--- src/rtl/act_skew_feeder.sv ---
// Skewed activation feeder for a systolic array: lane j of each accepted vector reaches its column top j+1 cycles later.
// Optional build macro ACT_SKEW_PERF_EN adds the STALL_CNT performance counter.
module act_skew_feeder #(
  parameter int unsigned COLS = 4,
  parameter int unsigned ROWS = 4,
  parameter int unsigned DW   = 8
) (
  input  logic                 CLK,
  input  logic                 RSTN,
  input  logic                 START,
  input  logic                 ABORT,
  input  logic [15:0]          TILE_LEN,
  input  logic                 S_VALID,
  output logic                 S_READY,
  input  logic [COLS*DW-1:0]   S_DATA,
  output logic [COLS*DW-1:0]   A_TOP,
  output logic [COLS-1:0]      EN_TOP,
  output logic                 ARRAY_EN,
  output logic                 BUSY,
  output logic                 DONE
`ifdef ACT_SKEW_PERF_EN
  ,
  output logic [15:0]          STALL_CNT
`endif
);

  localparam int unsigned LW        = 16;
  localparam int unsigned DRAIN_LEN = COLS + ROWS;
  localparam int unsigned CW        = $clog2(DRAIN_LEN + 1);

  typedef enum logic [1:0] {
    IDLE   = 2'd0,
    STREAM = 2'd1,
    DRAIN  = 2'd2,
    FINISH = 2'd3
  } state_t;

  state_t          state_q, state_n;
  logic [LW-1:0]   len_q, len_n;
  logic [LW-1:0]   beat_q, beat_n;
  logic [CW-1:0]   drain_q, drain_n;
  logic            accept_c;

  // A beat only enters the skew line if the cycle is not being aborted.
  assign accept_c = S_VALID && S_READY && !ABORT;

  // Next-state and counter logic.
  always_comb begin
    state_n = state_q;
    len_n   = len_q;
    beat_n  = beat_q;
    drain_n = drain_q;
    case (state_q)
      IDLE: begin
        if (START) begin
          len_n   = TILE_LEN;
          beat_n  = '0;
          drain_n = '0;
          state_n = (TILE_LEN == '0) ? DRAIN : STREAM;
        end
      end
      STREAM: begin
        if (accept_c) begin
          beat_n = beat_q + LW'(1);
        end
        // Leave one cycle after the final beat was counted.
        if (beat_q == len_q) begin
          state_n = DRAIN;
          drain_n = '0;
        end
      end
      DRAIN: begin
        if (drain_q == CW'(DRAIN_LEN - 1)) begin
          state_n = FINISH;
        end else begin
          drain_n = drain_q + CW'(1);
        end
      end
      FINISH: begin
        state_n = IDLE;
      end
      default: begin
        state_n = IDLE;
      end
    endcase
    if (ABORT) begin
      state_n = IDLE;
      beat_n  = '0;
      drain_n = '0;
    end
  end

  // State, counters and registered status outputs derived from the next state.
  always_ff @(posedge CLK or negedge RSTN) begin
    if (!RSTN) begin
      state_q  <= IDLE;
      len_q    <= '0;
      beat_q   <= '0;
      drain_q  <= '0;
      S_READY  <= 1'b0;
      BUSY     <= 1'b0;
      DONE     <= 1'b0;
      ARRAY_EN <= 1'b0;
    end else begin
      state_q  <= state_n;
      len_q    <= len_n;
      beat_q   <= beat_n;
      drain_q  <= drain_n;
      S_READY  <= (state_n == STREAM) && (beat_n != len_n);
      BUSY     <= (state_n != IDLE);
      DONE     <= (state_n == FINISH);
      ARRAY_EN <= BUSY;
    end
  end

  // Per-lane delay lines; lane j is j+1 registers deep, bubbles carry zero data.
  for (genvar j = 0; j < COLS; j++) begin : g_lane
    logic [DW-1:0] d_q [0:j];
    logic          v_q [0:j];

    always_ff @(posedge CLK or negedge RSTN) begin
      if (!RSTN) begin
        for (int k = 0; k <= j; k++) begin
          d_q[k] <= '0;
          v_q[k] <= 1'b0;
        end
      end else if (ABORT) begin
        for (int k = 0; k <= j; k++) begin
          d_q[k] <= '0;
          v_q[k] <= 1'b0;
        end
      end else begin
        d_q[0] <= accept_c ? S_DATA[j*DW +: DW] : '0;
        v_q[0] <= accept_c;
        for (int k = 1; k <= j; k++) begin
          d_q[k] <= d_q[k-1];
          v_q[k] <= v_q[k-1];
        end
      end
    end

    assign A_TOP[j*DW +: DW] = d_q[j];
    assign EN_TOP[j]         = v_q[j];
  end

`ifdef ACT_SKEW_PERF_EN
  // Counts STREAM cycles with no upstream data, saturating.
  always_ff @(posedge CLK or negedge RSTN) begin
    if (!RSTN) begin
      STALL_CNT <= '0;
    end else if ((state_q == IDLE) && START && !ABORT) begin
      STALL_CNT <= '0;
    end else if ((state_q == STREAM) && !S_VALID && (STALL_CNT != 16'hFFFF)) begin
      STALL_CNT <= STALL_CNT + 16'd1;
    end
  end
`endif

endmodule

--- config.mk ---
export PLATFORM = sky130hd
export DESIGN_NAME = act_skew_feeder
export DESIGN_NICKNAME = d
export VERILOG_FILES = /design/src/rtl/act_skew_feeder.sv
export SDC_FILE = /design/constraint.sdc
export NUM_CORES = 1
export LEC_CHECK = 0
export BUFFER_PORTS_ARGS = -buffer_cell sky130_fd_sc_hd__buf_4
export CORE_ASPECT_RATIO = 1.5
export CORE_MARGIN = 4
export CORE_UTILIZATION = 40
export CTS_BUF_LIST = sky130_fd_sc_hd__clkbuf_8
export DETAILED_ROUTE_END_ITERATION = 8
export HOLD_SLACK_MARGIN = 0.02
export PLACE_DENSITY_LB_ADDON = 0.2
export SYNTH_ARGS = -nofsm -noshare
export SYNTH_HDL_FRONTEND = slang
export SYNTH_SLANG_ARGS = --single-unit
--- constraint.sdc ---
create_clock -name CLK -period 2 [get_ports CLK]
set_input_delay 0.1 -clock CLK [delete_from_list [all_inputs] [get_ports CLK]]
set_output_delay 0.1 -clock CLK [all_outputs]
set_load 0.02 [all_outputs]
==> flow_summary.json, run 1 <==
{
  "worstMarginPinSlew_ps": 523,
  "ys.flop_type": "dfrtp_1",
  "hold_viol": 0,
  "fin_ws_ps": -384,
  "syn-cell-area_um2": 5380,
  "final_util_pct": 58.9,
  "synth-edff-count": 0,
  "fin_nets": 711,
  "final_area_um2": 7710,
  "r2r_cells": 8,
  "ys_types": 46,
  "fillers": 1041,
  "r2r_end": "S_READY$_DFF_PN0_",
  "grt_use_total_pct": 18.8,
  "numPortBuffers": 92,
  "syn_to_final_growth_pct": 43.4,
  "grt_overflow": 0,
  "synth_nets": 517,
  "r2r_slack_ps": -380,
  "clk_pin_slew_ps": 80,
  "viasPerCell": 4.91,
  "slowest_stage": "or4_4",
  "grt_pass1_wl_um": 21800,
  "setup_viol": 9,
  "drt-initial-drc-count": 139,
  "drtPass1Iterations": 4,
  "placed_area_um2": 6580,
  "clockRootBuffer": "clkbuf_8",
  "grt_pass1_vias": 4292,
  "multi_input_area_um2": 2070,
  "leakage_uw": 0.00377,
  "drt.antenna.violating_nets": 0,
  "failed_checks": "setup timing",
  "io_pins": 93,
  "timing.final.crit_share_pct": 119,
  "path_cells": "buf_4, nand4b_1, or4_4, or3_1, a21oi_2, xor2_1, nor4b_4, a21oi_1",
  "clkLatencyLatePin_ps": 440,
  "htreeDepth": 4,
  "place.gp.congestion": 0.914,
  "hold_end": "len_q[12]$_DFF_PN0_",
  "core-area_um2": 13100,
  "grt_max_degree": 58,
  "worst-path-buf-inv": 1,
  "clock_path_buffers": 2,
  "powerDensity_nw_per_um2": 734,
  "status": "complete, but fails checks",
  "hp-class": "input pin to flip-flop",
  "cp_top_family": "simple AND/OR/NAND/NOR gates",
  "cts_inserted_buffers": 17,
  "syn_area_per_cell_um2": 11.6,
  "place_hpwl_um": 9670,
  "slew_headroom_pct": 64.8,
  "worstHoldStart": "TILE_LEN[12]",
  "fmax_mhz": 420,
  "antenna_found_initial": 0,
  "critPathMaxFanout": 3,
  "drc": 0,
  "fin_skew_ps": 14.4,
  "async_flop_share_pct": 100,
  "wl_per_cell_um": 16.5,
  "cp-end-kind": "flip-flop",
  "postSynthCellCount": 462,
  "cts_tree": "yes",
  "hold_depth": 3,
  "min_period_ps": 2380,
  "drv_slew": 0,
  "crit_arrival_ps": 2690,
  "yosys_warnings": 0,
  "drive_above_1_share_pct": 37.8,
  "ir_drop_v": 0.000578,
  "crit_path_start_kind": "flip-flop",
  "die_h_um": 150,
  "vias": 4068,
  "ys_ff_latch": 126,
  "die_w_um": 103,
  "initial_core_util_pct": 41.1,
  "worst_ep_required_time_ps": 2310,
  "worstSetupPathType": "flip-flop to flip-flop",
  "synth-seq-area-share_pct": 58.7,
  "maxCapViolations": 0,
  "wl_um": 13700,
  "rows": 51,
  "worstReg2RegStart": "beat_q[0]$_DFF_PN0_",
  "rsz0062_at_grt": "true",
  "max_stage_delay_ps": 480,
  "clock_sinks": 126,
  "seqCellArea_um2": 3160,
  "die_area_um2": 15400
}
## cell usage after synthesis, types with 5 or more instances
cell | n | area [um^2]
a21oi_1 | 11 | 55.1
o21a_1 | 5 | 37.5
nor4_1 | 14 | 87.6
mux2_2 | 16 | 180
nand3_1 | 8 | 40.0
nor3_1 | 9 | 45.0
nand4_1 | 7 | 43.8
nor2_1 | 12 | 45.0
o21ai_0 | 12 | 60.1
or3_1 | 5 | 31.3
xor2_1 | 18 | 158
nor2b_1 | 52 | 325
inv_1 | 11 | 41.3
clkbuf_1 | 16 | 60.1
and2_1 | 35 | 219
dfrtp_1 | 126 | 3150
buf_4 | 25 | 188
xnor2_1 | 11 | 96.3
nand2_1 | 13 | 48.8
## worst max-delay path by stage
stage,from,endpoint,slack (ps),cells past startpoint
after CTS,beat_q[0]$_DFF_PN0_,S_READY$_DFF_PN0_,-350,8
after detailed placement,beat_q[0]$_DFF_PN0_,S_READY$_DFF_PN0_,-670,8
after global placement,beat_q[0]$_DFF_PN0_,S_READY$_DFF_PN0_,-680,8
after global routing,state_q[1]$_DFF_PN0_,S_READY$_DFF_PN0_,-450,7
final,beat_q[0]$_DFF_PN0_,S_READY$_DFF_PN0_,-380,8
after floorplan,state_q[1]$_DFF_PN0_,S_READY$_DFF_PN0_,-150,7
## through the flow
stage                     TNS, ps  cells  hold WS (ps)  total power, uW  setup slack (ps)
after global placement      -2330    741           104             3260              -685
after CTS                   -1150    825          35.4             5700              -349
after global routing        -2880    828          52.9             5900              -453
after detailed placement    -2640    741           114             3270              -667
final                       -2020    829          70.3             5660              -384
after floorplan              -146    462          -196             2970              -146
## logic make-up (layout without fill, tap and decap cells)
group / count (synthesis) / in the layout / synth area share [%]
compound gates: 47 / 47 / 5.80
other cells: 0 / 1 / 0
simple gates: 182 / 182 / 20.5
fa+ha+maj: 2 / 2 / 0.465
mux: 20 / 20 / 4.10
xor+xnor: 29 / 29 / 4.73
flops: 126 / 126 / 58.7
buf+inv: 56 / 263 / 5.75
## timing repair
item / 4_1_cts / 5_1_grt
gates resized for setup: 20 / 20
pin swaps: 13 / 9
hold buffers: 47 / 0
endpoints found under the setup margin: 10 / 10
endpoints found under the hold margin: 81 / 0
buffers inserted: 6 / 3
## cell usage in the layout (no fill, tap or decap), types with 7 or more instances in the layout
cell and n:
dfrtp_1 122, nor3_1 8, nand4_1 7, clkbuf_8 18
and2_1 35, buf_4 165, nand2_1 13, mux2_2 15
o21ai_0 8, xor2_1 17, a21oi_1 7, inv_1 10
nor4_1 8, nor2_1 12, nor2b_1 52, dlygate4sd3_1 47
nand3_1 8, xnor2_1 11
## registers in the layout, indices dropped and copies added, names as in the netlist
| name | cells |
|---|---|
| state_q | 2 |
| len_q | 16 |
| A_TOP | 24 |
| BUSY | 1 |
| g_lane.d_q | 56 |
| S_READY | 1 |
| beat_q | 16 |
| g_lane.v_q | 1 |
| EN_TOP | 3 |
| ARRAY_EN | 1 |
| drain_q | 4 |
| DONE | 1 |
## tightest hold or removal path, cell delays in order
cell	delay (ps)
buf_4	90
mux2_2	150
buf_4	120
## power breakdown
group | switching [uW] | internal (uW) | leakage (uW)
Clock | 1140 | 1190 | 0.000209
Sequential | 46.6 | 2620 | 0.00170
Combinational | 324 | 338 | 0.00186
Total | 1510 | 4150 | 0.00377
## cell type report
class | instances | area share (%)
flip-flops and latches | 126 | 41.0
clock buffers | 18 | 3.21
well taps | 159 | 2.58
diodes | 1 | 0.0325
clock inverters | 14 | 2.19
repair buffers | 220 | 23.6
inverters | 11 | 0.536
multi-input cells | 280 | 26.9
## layer usage
layer | part of all wire (%) | track usage [%] | wire length (um) | vias to the layer above
li1 | - | - | - | 1932
met1 | 39 | 22.7 | 5370 | 1999
met2 | 54 | 32.0 | 7350 | 115
met3 | 5.0 | 4.15 | 681 | 22
met4 | 2.3 | 7.81 | 312 | 0
met5 | 0 | 0 | 0 | -
Power figures use the tool's default switching activity.
==> inputs of run 2 (changes only) <==
--- a/config.mk
+++ b/config.mk
@@ -8,7 +8,7 @@
 export BUFFER_PORTS_ARGS = -buffer_cell sky130_fd_sc_hd__buf_4
 export CORE_ASPECT_RATIO = 1.5
 export CORE_MARGIN = 4
-export CORE_UTILIZATION = 40
+export CORE_UTILIZATION = 45
 export CTS_BUF_LIST = sky130_fd_sc_hd__clkbuf_8
 export DETAILED_ROUTE_END_ITERATION = 8
 export HOLD_SLACK_MARGIN = 0.02
==> flow_summary.json, run 2 (synthesized netlist as in run 1, its figures left out) <==
{
  "swShare_pct": 24.9,
  "grt_max_degree": 42,
  "fin_ws_ps": -422,
  "place.gp.congestion": 0.922,
  "drt-initial-drc-count": 205,
  "die_w_um": 97.2,
  "setup_viol": 5,
  "hp-class": "input pin to flip-flop",
  "cp_top_family": "simple AND/OR/NAND/NOR gates",
  "die_area_um2": 13800,
  "worstSetupPathType": "flip-flop to flip-flop",
  "top_register": "g_lane.d_q",
  "grt_pass1_wl_um": 21600,
  "failed_checks": "setup timing",
  "clock_path_buffers": 2,
  "hold_viol": 0,
  "drtPass1Iterations": 4,
  "status": "complete, but fails checks",
  "slew_headroom_pct": 62.7,
  "path_cells": "buf_6, nand4b_1, buf_4, or4_4, or3_1, a21oi_2, xor2_1, nor4b_4, a21oi_2",
  "ir_drop_v": 0.000624,
  "leakage_uw": 0.00375,
  "p_comb_share_pct": 12.2,
  "place_hpwl_um": 9150,
  "wl_um": 13000,
  "crit_arrival_ps": 2730,
  "cp-end-kind": "flip-flop",
  "min_period_ps": 2420,
  "numPortBuffers": 92,
  "max_stage_delay_ps": 420,
  "vias": 4051,
  "internal_power_uw": 4090,
  "final_area_um2": 7670,
  "worst_ep_required_time_ps": 2310,
  "clockRootBuffer": "clkbuf_8",
  "fin_skew_ps": 16.6,
  "drv_slew": 0,
  "clk_pin_slew_ps": 70,
  "fin_nets": 712,
  "dp_slack_ps": -585,
  "worstMarginPinSlew_ps": 554,
  "initial_core_util_pct": 46.4,
  "grt_overflow": 0,
  "io_pins": 93,
  "viasPerCell": 4.95,
  "maxCapViolations": 0,
  "wl_per_cell_um": 15.9,
  "drc": 0,
  "clock_sinks": 126,
  "htreeDepth": 4,
  "cts_inserted_buffers": 17,
  "placed_area_um2": 6590,
  "drive_above_1_share_pct": 37.7,
  "power_frac_seq_pct": 49.1,
  "final_cell_mix": "buf_4 (165), dfrtp_1 (123), nor2b_1 (52)",
  "final_common_cell": "buf_4",
  "largest_register_ffs": 56,
  "syn_to_final_growth_pct": 42.8,
  "critPathMaxFanout": 5,
  "crit_path_start_kind": "flip-flop",
  "core-area_um2": 11600,
  "rows": 48,
  "die_h_um": 142,
  "clkLatencyLatePin_ps": 430,
  "timing.final.crit_share_pct": 121,
  "worst_path_most_repeated_cell": "a21oi_2",
  "fmax_mhz": 413,
  "slowest_stage": "dfrtp_1",
  "worst-path-buf-inv": 2,
  "grt_use_total_pct": 19.9,
  "rsz0062_at_grt": "true",
  "clockPowerShare_pct": 38.7,
  "antenna_cells": 0,
  "powerDensity_nw_per_um2": 711,
  "cts_tree": "yes",
  "net-switching-power_uw": 1360,
  "grt_pass1_vias": 4361,
  "antenna_found_initial": 0,
  "drt.antenna.violating_nets": 0
}
## run 2: changes by cell type in the layout (fill, tap and decap cells not counted), moves of 2 or more
cell	change
inv_6	-5
clkinv_2	+3
inv_1	+3
buf_12	+2
clkinv_4	-2
clkinvlp_4	+2
inv_8	-2
nor4_4	-2
o21ai_1	-2
## run 2: what timing repair did
action	4_1_cts	5_1_grt
gates cloned	0	0
pin swaps	21	10
hold endpoints to repair	83	0
setup endpoints to repair	11	10
setup buffers	8	3
hold buffers	47	0
resized for setup	29	9
## run 2: routing by layer
layer	vias to the layer above	GRT usage [%]	routed length (um)
li1	1924	-	-
met3	33	5.95	655
met2	103	34.5	6840
met4	0	8.61	386
met1	1991	22.7	5140
met5	-	0	0
## run 2: power groups by stage
stage                     Combinational, uW  Sequential (uW)  Clock, uW
after floorplan                         251             2720          0
after global placement                  553             2720          0
after detailed placement                561             2720          0
after CTS                               654             2670       2170
after global routing                    724             2680       2270
final                                   667             2680       2110
## run 2: final timing paths
path                            slack [ps]                  from  depth (start not counted)                         end
worst max-delay path                  -420  state_q[1]$_DFF_PN0_                          9           S_READY$_DFF_PN0_
worst min-delay path                    90          TILE_LEN[12]                          3         len_q[12]$_DFF_PN0_
worst max register to register        -420  state_q[1]$_DFF_PN0_                          9           S_READY$_DFF_PN0_
worst min register to register         410        BUSY$_DFF_PN0_                          0          ARRAY_EN$_DFF_PN0_
max in group asynchronous             1170                  RSTN                          3         len_q[12]$_DFF_PN0_
min in group asynchronous              190                  RSTN                          2  g_lane[0].d_q[5]$_DFF_PN0_
## run 2: cell type report
| cell class | count | area, um^2 |
|---|---|---|
| well taps | 150 | 188 |
| repair buffers | 221 | 1850 |
| clock buffers | 18 | 248 |
| multi-input cells | 280 | 2070 |
| fillers | 877 | 3920 |
| inverters | 11 | 41.3 |
| clock inverters | 13 | 126 |
| flip-flops and latches | 126 | 3160 |
## run 2: through the flow
stage | util, % | setup TNS [ps] | cells | hold slack (ps) | total power (uW)
after CTS | 65.6 | -1820 | 816 | 75.6 | 5500
final | 66.2 | -820 | 819 | 92.4 | 5450
after global routing | 66.2 | -1480 | 819 | 77.2 | 5680
after detailed placement | 56.8 | -1750 | 731 | 117 | 3280
after global placement | 56.8 | -1350 | 731 | 104 | 3270
after floorplan | - | -146 | 462 | -196 | 2970
## run 2: worst min-delay path, stage by stage
cell and delay [ps]:
buf_4 90, mux2_2 170, buf_4 120
